--- config.mk ---
export PLATFORM = sky130hd
export DESIGN_NAME = pc_sequencer_flat
export DESIGN_NICKNAME = d
export VERILOG_FILES = /design/src/rtl/pc_sequencer_if.sv /design/src/rtl/pc_sequencer.sv /design/src/flat_wrapper.sv
export SDC_FILE = /design/constraint.sdc
export NUM_CORES = 1
export LEC_CHECK = 0
export ABC_AREA = 1
export BUFFER_PORTS_ARGS = -buffer_cell sky130_fd_sc_hd__buf_2
export CAP_MARGIN = 20
export CORE_ASPECT_RATIO = 0.7
export CORE_MARGIN = 2
export CORE_UTILIZATION = 49
export DETAILED_ROUTE_END_ITERATION = 10
export MAX_ROUTING_LAYER = met4
export PLACE_DENSITY = 0.77
export SYNTH_ARGS = -nofsm -noshare
export SYNTH_HDL_FRONTEND = slang
export SYNTH_SLANG_ARGS = --single-unit
--- constraint.sdc ---
create_clock -name CLK -period 1.24 [get_ports CLK]
set_input_delay 0.124 -clock CLK [delete_from_list [all_inputs] [get_ports CLK]]
set_output_delay 0.124 -clock CLK [all_outputs]
set_load 0.02 [all_outputs]
--- src/rtl/pc_sequencer_if.sv ---
// Control/status bundle for the pc_sequencer: run/step/branch inputs from the
// controller, phase strobes, program counter and status back from the sequencer.
interface pc_sequencer_if;
   logic        RUN;
   logic        STEP;
   logic        HALT_REQ;
   logic        JUMP_EN;
   logic [7:0]  JUMP_ADDR;
   logic        PH_FT;
   logic        PH_DC;
   logic        PH_EX;
   logic        PH_WB;
   logic [7:0]  P_COUNT;
   logic        RUNNING;
   logic        HALTED;
   logic [15:0] RETIRED;

   modport master (
      output RUN, STEP, HALT_REQ, JUMP_EN, JUMP_ADDR,
      input  PH_FT, PH_DC, PH_EX, PH_WB, P_COUNT, RUNNING, HALTED, RETIRED
   );

   modport slave (
      input  RUN, STEP, HALT_REQ, JUMP_EN, JUMP_ADDR,
      output PH_FT, PH_DC, PH_EX, PH_WB, P_COUNT, RUNNING, HALTED, RETIRED
   );
endinterface

--- src/rtl/pc_sequencer.sv ---
// Four-phase instruction sequencer (FT/DC/EX/WB) with free-run, single-step,
// branch and sticky halt; owns the program counter and a retired-instruction count.
module pc_sequencer (
   input logic         CLK,
   input logic         RESET_N,
   pc_sequencer_if.slave bus
);
   typedef enum logic [2:0] {
      S_IDLE = 3'd0,
      S_FT   = 3'd1,
      S_DC   = 3'd2,
      S_EX   = 3'd3,
      S_WB   = 3'd4
   } state_t;

   state_t      state_r;
   state_t      next_state_s;
   logic [3:0]  phase_r;
   logic [7:0]  pc_r;
   logic        running_r;
   logic        halted_r;
   logic [15:0] retired_r;
   logic        halt_lat_r;
   logic        jump_lat_r;
   logic [7:0]  jaddr_lat_r;
   logic        step_mode_r;
   logic        prev_run_r;
   logic        run_rise_s;
   logic        start_s;

   function automatic logic [3:0] phase_of(input state_t s);
      case (s)
         S_FT:    phase_of = 4'b0001;
         S_DC:    phase_of = 4'b0010;
         S_EX:    phase_of = 4'b0100;
         S_WB:    phase_of = 4'b1000;
         default: phase_of = 4'b0000;
      endcase
   endfunction

   // Start condition and next-state selection
   always_comb begin
      run_rise_s   = bus.RUN & ~prev_run_r;
      // once halted, only a fresh RUN edge may restart; level RUN and STEP are ignored
      start_s      = halted_r ? run_rise_s : (bus.RUN | bus.STEP);
      next_state_s = S_IDLE;
      case (state_r)
         S_IDLE: begin
            if (start_s) next_state_s = S_FT;
            else         next_state_s = S_IDLE;
         end
         S_FT: next_state_s = S_DC;
         S_DC: next_state_s = S_EX;
         S_EX: next_state_s = S_WB;
         S_WB: begin
            if (halt_lat_r || step_mode_r) next_state_s = S_IDLE;
            else if (bus.RUN)              next_state_s = S_FT;
            else                           next_state_s = S_IDLE;
         end
         default: next_state_s = S_IDLE;
      endcase
   end

   // Sequencer state, registered strobes, PC/retire bookkeeping
   always_ff @(posedge CLK or negedge RESET_N) begin
      if (!RESET_N) begin
         state_r     <= S_IDLE;
         phase_r     <= 4'b0000;
         pc_r        <= 8'h00;
         running_r   <= 1'b0;
         halted_r    <= 1'b0;
         retired_r   <= 16'h0000;
         halt_lat_r  <= 1'b0;
         jump_lat_r  <= 1'b0;
         jaddr_lat_r <= 8'h00;
         step_mode_r <= 1'b0;
         prev_run_r  <= 1'b0;
      end else begin
         state_r    <= next_state_s;
         phase_r    <= phase_of(next_state_s);
         running_r  <= (next_state_s != S_IDLE);
         prev_run_r <= bus.RUN;
         case (state_r)
            S_IDLE: begin
               if (start_s) begin
                  halted_r    <= 1'b0;
                  step_mode_r <= ~bus.RUN;
               end
            end
            S_EX: begin
               halt_lat_r  <= bus.HALT_REQ;
               jump_lat_r  <= bus.JUMP_EN;
               jaddr_lat_r <= bus.JUMP_ADDR;
            end
            S_WB: begin
               pc_r        <= jump_lat_r ? jaddr_lat_r : (pc_r + 8'd1);
               retired_r   <= (retired_r == 16'hFFFF) ? 16'hFFFF : (retired_r + 16'd1);
               halted_r    <= halted_r | halt_lat_r;
               halt_lat_r  <= 1'b0;
               jump_lat_r  <= 1'b0;
               jaddr_lat_r <= 8'h00;
            end
            default: begin
            end
         endcase
      end
   end

   assign bus.PH_FT   = phase_r[0];
   assign bus.PH_DC   = phase_r[1];
   assign bus.PH_EX   = phase_r[2];
   assign bus.PH_WB   = phase_r[3];
   assign bus.P_COUNT = pc_r;
   assign bus.RUNNING = running_r;
   assign bus.HALTED  = halted_r;
   assign bus.RETIRED = retired_r;
endmodule

--- src/flat_wrapper.sv ---
// flat-port wrapper written by rule: the top's interface ports become plain ports
module pc_sequencer_flat 
  (CLK, RESET_N, bus_RUN, bus_STEP, bus_HALT_REQ, bus_JUMP_EN, bus_JUMP_ADDR, bus_PH_FT, bus_PH_DC, bus_PH_EX, bus_PH_WB, bus_P_COUNT, bus_RUNNING, bus_HALTED, bus_RETIRED);
  pc_sequencer_if bus_i ();
  input logic CLK;
  input logic RESET_N;
  input wire logic [$bits(bus_i.RUN)-1:0] bus_RUN;
  input wire logic [$bits(bus_i.STEP)-1:0] bus_STEP;
  input wire logic [$bits(bus_i.HALT_REQ)-1:0] bus_HALT_REQ;
  input wire logic [$bits(bus_i.JUMP_EN)-1:0] bus_JUMP_EN;
  input wire logic [$bits(bus_i.JUMP_ADDR)-1:0] bus_JUMP_ADDR;
  output wire logic [$bits(bus_i.PH_FT)-1:0] bus_PH_FT;
  output wire logic [$bits(bus_i.PH_DC)-1:0] bus_PH_DC;
  output wire logic [$bits(bus_i.PH_EX)-1:0] bus_PH_EX;
  output wire logic [$bits(bus_i.PH_WB)-1:0] bus_PH_WB;
  output wire logic [$bits(bus_i.P_COUNT)-1:0] bus_P_COUNT;
  output wire logic [$bits(bus_i.RUNNING)-1:0] bus_RUNNING;
  output wire logic [$bits(bus_i.HALTED)-1:0] bus_HALTED;
  output wire logic [$bits(bus_i.RETIRED)-1:0] bus_RETIRED;
  assign bus_i.RUN = bus_RUN;
  assign bus_i.STEP = bus_STEP;
  assign bus_i.HALT_REQ = bus_HALT_REQ;
  assign bus_i.JUMP_EN = bus_JUMP_EN;
  assign bus_i.JUMP_ADDR = bus_JUMP_ADDR;
  assign bus_PH_FT = bus_i.PH_FT;
  assign bus_PH_DC = bus_i.PH_DC;
  assign bus_PH_EX = bus_i.PH_EX;
  assign bus_PH_WB = bus_i.PH_WB;
  assign bus_P_COUNT = bus_i.P_COUNT;
  assign bus_RUNNING = bus_i.RUNNING;
  assign bus_HALTED = bus_i.HALTED;
  assign bus_RETIRED = bus_i.RETIRED;
  pc_sequencer u_core (.CLK(CLK), .RESET_N(RESET_N), .bus(bus_i));
endmodule
* Word level (Yosys, flattened, before mapping)
Cells that the tools add are included.
** Cells by class
- Add/sub/neg operators :: 2
- Bitwise operators :: 5
- Muxes and demuxes :: 13
- Equal/unequal tests :: 10
- Reductions and logical operators :: 7
** Operators by type and width (count)
- adder 16 x 1 -> 16 bit, second input constant :: 1
- equality test 16 bit, second input constant :: 1
- two-way mux 16 bit :: 1
- one-hot mux 4 bit (4 select lines) :: 1
- one-hot mux 8 bit (2 select lines) :: 1
- one-hot mux 3 bit (5 select lines) :: 1
- equality test 3 x 2 -> 1 bit, second input constant :: 4
- adder 8 x 1 -> 8 bit, second input constant :: 1
- two-way mux 8 bit :: 1
- equality test 3 x 1 -> 1 bit, second input constant :: 2
- equality test 3 bit, second input constant :: 2
- one-hot mux 1 bit (2 select lines) :: 3
- two-way mux 1 bit :: 4
- AND reduction 2 bit :: 2
- nonzero test 2 bit :: 2
- zero test 3 bit :: 1
- two-way mux 3 bit :: 1
- nonzero test 3 bit :: 1
- inequality test 2 x 1 -> 1 bit, second input constant :: 1
- NOT 1 bit :: 2
- OR 1 bit :: 2
- AND 1 bit :: 1
- logical OR 1 bit :: 1
** Word-level totals
- Input port bits :: 14
- Word-level logic and storage cells :: 48
- Output and inout bits :: 30
- Register bits :: 45

* Longest topological paths before layout
Gate-level depths: netlist of the first run.
- Depth in word-level cells :: 7
- Gate-level depth with buffers :: 9
- Depth with buffers taken out :: 9

* Least setup slack after synthesis of the first run
No wires, ideal clock.
- Path type :: flip-flop to flip-flop
- From :: register u_core.retired_r[0], in the netlist u_core.bus.RETIRED[0]
- To :: register u_core.retired_r[8], in the netlist u_core.bus.RETIRED[8]
- Data arrival time :: 1414 ps
- Cell stages (with the launch flop) :: 8
- Period minus slack after synthesis :: 1542 ps
- Buffers on the path :: 0
- Path slack :: -302 ps
- Setup time :: 127 ps
- Data required time :: 1113 ps
- Path through :: dfrtp_1 > ha_1 > nand2_1 > nand3b_1 > inv_1 > nand2_1 > o21ai_1 > nand3_1
** Between the ends
- Longest elaborated chain between the ends :: 2
- Elaborated cells on any way between the ends :: 3
- Classes of those cells :: 1 x add/sub; 1 x eq/ne; 1 x mux
** RTL lines
- start, declared :: line pc_sequencer.sv:22 : logic [15:0] retired_r;
- start signal, assigned :: line pc_sequencer.sv:97 : retired_r <= (retired_r == 16'hFFFF) ? 16'hFFFF : (retired_r + 16'd1);
- adder 16 x 1 -> 16 bit / equality test 16 bit (equally long branches) :: line pc_sequencer.sv:97
- two-way mux 16 bit (*) :: line pc_sequencer.sv:97
Every way passes the cells marked *; elsewhere a longest branch is shown, timed or not.
A chain may end at the register's enable or synchronous reset.

* Worst setup path after layout of the first run
- From :: register u_core.retired_r[1], in the netlist u_core.bus.RETIRED[1]
- To :: register u_core.retired_r[10], in the netlist u_core.bus.RETIRED[10]
Same word-level chain as after synthesis.

==> flow_metrics.tcl, run 1 <==
set metrics [dict create \
    cp_cell_sequence "ha_4 -> nand2_2 -> nand3b_1 -> nor2_8 -> nand3_4 -> nand3_1" \
    setup_ws_ns -0.261 \
    fmax_mhz 666 \
    async_reset_ff_share_pct 100 \
    ys_seq_area_share_pct 51.0 \
    synth_area_mm2 0.00221 \
    synth.top_cell.area_share_pct 51.0 \
    diodes 0 \
    initialDrtViolationCount 144 \
    ys_warn_count 0 \
    design_area_mm2 0.00319 \
    critPathKind "reg -> reg" \
    setup_tns_ns -4.22 \
    die_w_um 84.2 \
    synth_nets 282 \
    cts_made_buffers 5 \
    rsz0062_at_grt "yes" \
    nets 373 \
    worst_slew_pin_slew_ns 0.392 \
    yosys-top-cells-count "nand2_1, dfrtp_1, inv_1" \
    critPathTopFamily "simple AND/OR/NAND/NOR gates" \
    cp-end-kind "flop" \
    grt_pass1_wl_mm 9.27 \
    drcViolationCount 0 \
    yosys-top-cells-area "dfrtp_1, nand2_1, nand3_1" \
    firstDrtPassIters 4 \
    synth_largest_area_cell "dfrtp_1" \
    first_global_vias 2000 \
    antenna_found_initial 0 \
    grt_max_degree 33 \
    nFillCells 296 \
    crit_required_ns 1.47 \
    gp_congestion 0.850 \
    skew_ns 0.00931 \
    via_count 2152 \
    relSlewSlack_pct 73.7 \
    ir_drop_mv 1.17 \
    clock-sinks 45 \
    placed_area_mm2 0.00277 \
    period_needed_ns 1.50 \
    synthCells 266 \
    die_area_mm2 0.00506 \
    wl_per_cell_um 14.6 \
    critPathArrivalTime_ns 1.73 \
    finalCritPeriodShare_pct 121 \
    cap_viol_max_count 0 \
    routed_wirelength_mm 6.01 \
    clockRootBuffer "clkbuf_8" \
    finalSetupViolCount 37 \
    hold_viol 0 \
    place.detailed.hpwl_mm 3.97 \
    slowest_stage "dfrtp_2" \
    cts_tree "yes" \
    ys_seq_elements 45 \
    path_clk_slew_ns 0.08 \
    synth-edff-count 0 \
    violations "setup timing" \
    start_kind "flop" \
    synth_ff_type "dfrtp_1" \
    die_h_um 60.1 \
    grt_remaining_overflow 0 \
    yosysUniqueCellTypes 31 \
    hold_class "in -> reg" \
    area_growth_pct 44.5 \
    ant_nets 0 \
    clockBufferDepth 2 \
    drive_gt1_share_pct 42.9 \
    slew_violations 0 \
    pin_count 44 \
    place.port_buffers 43 \
    viasPerCell 5.22 \
    worst-path-buf-inv 0 \
    track_usage_pct 24.3 \
    rows 20 \
    cpPeakStageDelay_ns 0.40 \
    insertion_delay_ns 0.29 \
    crit_path_max_fanout 8 \
    yosysMostFrequentCell "nand2_1" \
    p_per_area_mw_per_mm2 2020 \
    synth_area_per_cell_um2 8.29 \
    p_leak_uw 0.00176 \
    coreArea_mm2 0.00433 \
    start_util_pct 51.0 \
    htree_levels 2 \
    status "complete, but fails checks" \
]
==> stage by stage <==
stage	setup WS, ns	hold WS [ns]	std cells	power, uW	utilization [%]
floorplan	-0.207	-0.172	266	3740	-
global placement	-0.164	0.0347	394	4650	64.1
detailed placement	-0.243	0.0457	394	4770	64.1
CTS	-0.203	0.0332	409	5960	70.3
global route	-0.324	0.0415	412	6830	73.6
finish	-0.261	0.0267	412	6430	73.6
==> area by class of cell <==
| type | instances | area, um^2 | area share [%] |
|---|---|---|---|
| Clock buffer | 6 | 72.6 | 2.28 |
| Clock inverter | 1 | 5.00 | 0.157 |
| Timing Repair Buffer | 89 | 629 | 19.7 |
| Tap cell | 55 | 68.8 | 2.16 |
| Sequential cell | 45 | 1130 | 35.5 |
| Multi-Input combinational cell | 181 | 1140 | 35.8 |
| Inverter | 35 | 140 | 4.40 |
==> worst register-to-register path, cell delays in order (launching register included) <==
cell,delay [ns]
dfrtp_2,0.40
ha_4,0.15
nand2_2,0.06
nand3b_1,0.30
nor2_8,0.24
nand3_4,0.16
nand3_1,0.13
==> flip-flops by register name, summed over array words and instances (netlist names) <==
name	flops
u_core.state_r	3
u_core.halt_lat_r	1
u_core.jump_lat_r	1
u_core.bus.HALTED	1
u_core.phase_r	4
u_core.step_mode_r	1
u_core.prev_run_r	1
u_core.bus.RUNNING	1
u_core.bus.P_COUNT	8
u_core.bus.RETIRED	16
u_core.jaddr_lat_r	8
==> layer usage <==
metal  global-route usage (%)  routed length, um  up-vias
met1                     33.7               2660     1024
met5                        -                  0        -
li1                         -                  -     1046
met2                     35.8               2910       73
met3                     4.83                355        9
met4                     8.53                 72        0
==> kinds of logic after synthesis <==
logic type               count (synthesis)  synth area share (%)
AND/OR/NAND/NOR                        146                  32.1
flip-flops                              45                  51.0
buffers and inverters                   40                  7.37
AO/OA/AOI/OAI                           30                  7.15
XOR/XNOR                                 3                  1.19
adder cells (fa/ha/maj)                  2                  1.13
==> repair_timing <==
item / in CTS / in global routing
endpoints found under the hold margin: 14 / 0
gates cloned: 2 / 0
hold buffers: 2 / 0
resized for setup: 29 / 41
endpoints found under the setup margin: 28 / 37
buffers inserted: 5 / 6
pin swaps: 9 / 9
==> report_power, final <==
part	switching (uW)	internal, uW
Clock	476	384
Combinational	1830	1350
Sequential	422	1960
==> path summary, 6_finish.rpt <==
kind                                              startpoint                            endpoint  slack [ns]  cells after the start
max                        u_core.bus.RETIRED[1]$_DFFE_PN0P_  u_core.bus.RETIRED[10]$_DFFE_PN0P_       -0.26                      6
min                                         bus_JUMP_ADDR[3]   u_core.jaddr_lat_r[3]$_DFFE_PN0P_        0.03                      3
max reg2reg                u_core.bus.RETIRED[1]$_DFFE_PN0P_  u_core.bus.RETIRED[10]$_DFFE_PN0P_       -0.26                      6
min reg2reg                   u_core.step_mode_r$_DFFE_PN0P_      u_core.step_mode_r$_DFFE_PN0P_        0.52                      2
max in group asynchronous                            RESET_N   u_core.bus.P_COUNT[0]$_DFFE_PN0P_        0.49                      3
min in group asynchronous                            RESET_N   u_core.bus.RETIRED[8]$_DFFE_PN0P_        0.25                      2
==> layout by cell type (no fill, tap or decap), types with 2 or more instances in the layout <==
cell type,instances
a21oi_1,3
a21oi_2,5
buf_12,2
buf_2,43
buf_4,37
buf_6,3
clkbuf_8,5
clkinv_2,2
dfrtp_1,40
dfrtp_2,5
dlygate4sd3_1,2
inv_1,30
inv_2,3
nand2_1,69
nand2_2,5
nand2_4,2
nand3_1,12
nand3_2,12
nand3_4,3
nand3b_1,4
nand4_1,7
nor2_1,13
nor2_2,3
nor2_4,4
nor3_1,2
nor3_2,2
nor3_4,2
o21ai_0,5
o21ai_1,7
o21ai_2,6
xnor2_1,3
No activity file was read; power rests on OpenSTA's default activity.
==> run 2: changes to the inputs <==
- SETUP_SLACK_MARGIN: unset -> 0.02
==> run 2 against run 1 <==
  * The run still ends with setup timing left
  * Fmax is 1.9% lower
  * First-iteration DRC count is 4.2% higher
  * Critical path depth is 1 higher
  * Combinational power is 8.5% higher
  * Global-route usage is 0.56 points lower
  * Clock skew is 0.0022 ns lower
  * Total power is 4.5% higher
  * Via count is 1.2% higher
  * Flip-flop and latch count stayed put
  * Worst setup slack worse by 0.029 ns
  * Core utilization is 2.7 points higher
  * Largest cell class unchanged
  * Largest power group unchanged
  * Highest routed layer unchanged
==> flow_metrics.tcl, run 2 (synthesis results as in run 1) <==
set metrics [dict create \
    die_h_um 60.1 \
    critPathTopFamily "simple AND/OR/NAND/NOR gates" \
    finalCritPeriodShare_pct 123 \
    first_global_vias 1982 \
    cpPeakStageDelay_ns 0.39 \
    slowest_stage "dfrtp_2" \
    critPathKind "reg -> reg" \
    pin_count 44 \
    fmax_mhz 654 \
    cap_viol_max_count 0 \
    viasPerCell 5.21 \
    htree_levels 2 \
    nets 378 \
    drive_gt1_share_pct 46.3 \
    final_cell_mix "nand2_1, buf_2, dfrtp_1, buf_4, inv_1" \
    rsz0062_at_grt "yes" \
    place.port_buffers 43 \
    multi_input_area_mm2 0.00118 \
    cts_tree "yes" \
    hold_class "in -> reg" \
    cts_made_buffers 5 \
    wl_per_cell_um 14.8 \
    worst_slew_pin_slew_ns 0.330 \
    p_per_area_mw_per_mm2 2030 \
    fin_cells 418 \
    finalSetupViolCount 31 \
    crit_required_ns 1.42 \
    nFillCells 296 \
    coreArea_mm2 0.00433 \
    grt_remaining_overflow 0 \
    insertion_delay_ns 0.30 \
    ir_drop_mv 1.36 \
    initialDrtViolationCount 150 \
    grt_max_degree 46 \
    clockRootBuffer "clkbuf_8" \
    path_clk_slew_ns 0.09 \
    cp-end-kind "flop" \
    via_count 2178 \
    dp_slack_ns -0.263 \
    die_area_mm2 0.00506 \
    start_util_pct 51.0 \
    cp_cell_sequence "ha_4 -> nand2_2 -> nand3b_1 -> nor2_8 -> nand3_2 -> nand2_1 -> nand3_1" \
    firstDrtPassIters 4 \
    setup_ws_ns -0.290 \
    placed_cells 393 \
    track_usage_pct 23.7 \
    rows 20 \
    critPathArrivalTime_ns 1.71 \
    period_needed_ns 1.53 \
    die_w_um 84.2 \
    ant_nets 0 \
    violations "setup timing" \
    final_common_cell "nand2_1" \
    clockBufferDepth 2 \
    largest_reg_flops 16 \
    gp_congestion 0.880 \
    crit_path_max_fanout 8 \
    antenna_found_initial 0 \
    start_kind "flop" \
    relSlewSlack_pct 77.9 \
    status "complete, but fails checks" \
    grt_pass1_wl_mm 8.96 \
    worst-path-buf-inv 0 \
    drcViolationCount 0 \
    area_growth_pct 49.9 \
    clock-sinks 45 \
    place.detailed.hpwl_mm 3.75 \
    final-seq-area_mm2 0.00113 \
    hold_viol 0 \
    p_leak_uw 0.00178 \
    slew_violations 0 \
    routed_wirelength_mm 6.17 \
    skew_ns 0.00713 \
    diodes 0 \
]
==> run 2: cell types whose count changed in the layout (fill, tap and decap cells not counted), moves of 3 or more <==
cell,before,now
o21ai_2,6,9
buf_6,3,7
nand2_1,69,62
nand2_2,5,11
==> run 2: area by class of cell <==
class	count	share of cell area (%)
Clock buffer	8	2.42
Sequential cell	45	34.3
Timing Repair Buffer	94	21.3
Tap cell	55	2.08
Inverter	35	4.24
Multi-Input combinational cell	181	35.7
==> run 2: tightest hold or removal path: stages <==
cell and delay, ns:
buf_2 0.08, nand2_1 0.04, nand2_1 0.04
==> run 2: repair_timing <==
| action | CTS | global route |
|---|---|---|
| setup buffers | 7 | 11 |
| pin swaps | 10 | 18 |
| endpoints found under the setup margin | 29 | 36 |
| gates cloned | 1 | 1 |
| resized for setup | 23 | 64 |
| hold endpoints to repair | 46 | 0 |
| hold buffers | 2 | 0 |
==> run 2: per-layer routing <==
metal | wire (um) | global-route usage, % | share of wire [%]
met2 | 2980 | 38.9 | 48
met5 | 0 | - | 0
met1 | 2800 | 30.5 | 45
met3 | 293 | 4.70 | 4.8
met4 | 95 | 6.91 | 1.5
==> run 2: power by group <==
part | switching [uW] | total (uW) | internal, uW
sequential | 402 | 2370 | 1970
combinational | 1930 | 3450 | 1520
clock | 498 | 900 | 402
==> run 2: through the flow <==
step                hold slack [ns]  TNS (ns)  power (uW)  util (%)  instance area [um^2]
floorplan                    -0.172     -2.48        3740         -                  2250
global placement              0.121     -1.79        4670      64.5                  2790
detailed placement            0.123     -2.96        4760      64.5                  2790
CTS                          0.0225     -2.64        5960      69.9                  3030
global route                 0.0289     -6.29        7130      76.4                  3310
finish                       0.0145     -4.36        6710      76.4                  3310
==> run 2: path summary, 6_finish.rpt <==
check / startpoint / end / slack, ns / cells after the start
min in group asynchronous: RESET_N / u_core.bus.P_COUNT[6]$_DFFE_PN0P_ / 0.33 / 3
hold reg to reg: u_core.step_mode_r$_DFFE_PN0P_ / u_core.step_mode_r$_DFFE_PN0P_ / 0.51 / 2
setup reg to reg: u_core.bus.RETIRED[1]$_DFFE_PN0P_ / u_core.bus.RETIRED[14]$_DFFE_PN0P_ / -0.29 / 7
hold / removal: bus_JUMP_ADDR[2] / u_core.jaddr_lat_r[2]$_DFFE_PN0P_ / 0.01 / 3
setup / recovery: u_core.bus.RETIRED[1]$_DFFE_PN0P_ / u_core.bus.RETIRED[14]$_DFFE_PN0P_ / -0.29 / 7
max in group asynchronous: RESET_N / u_core.bus.RETIRED[0]$_DFFE_PN0P_ / 0.69 / 3
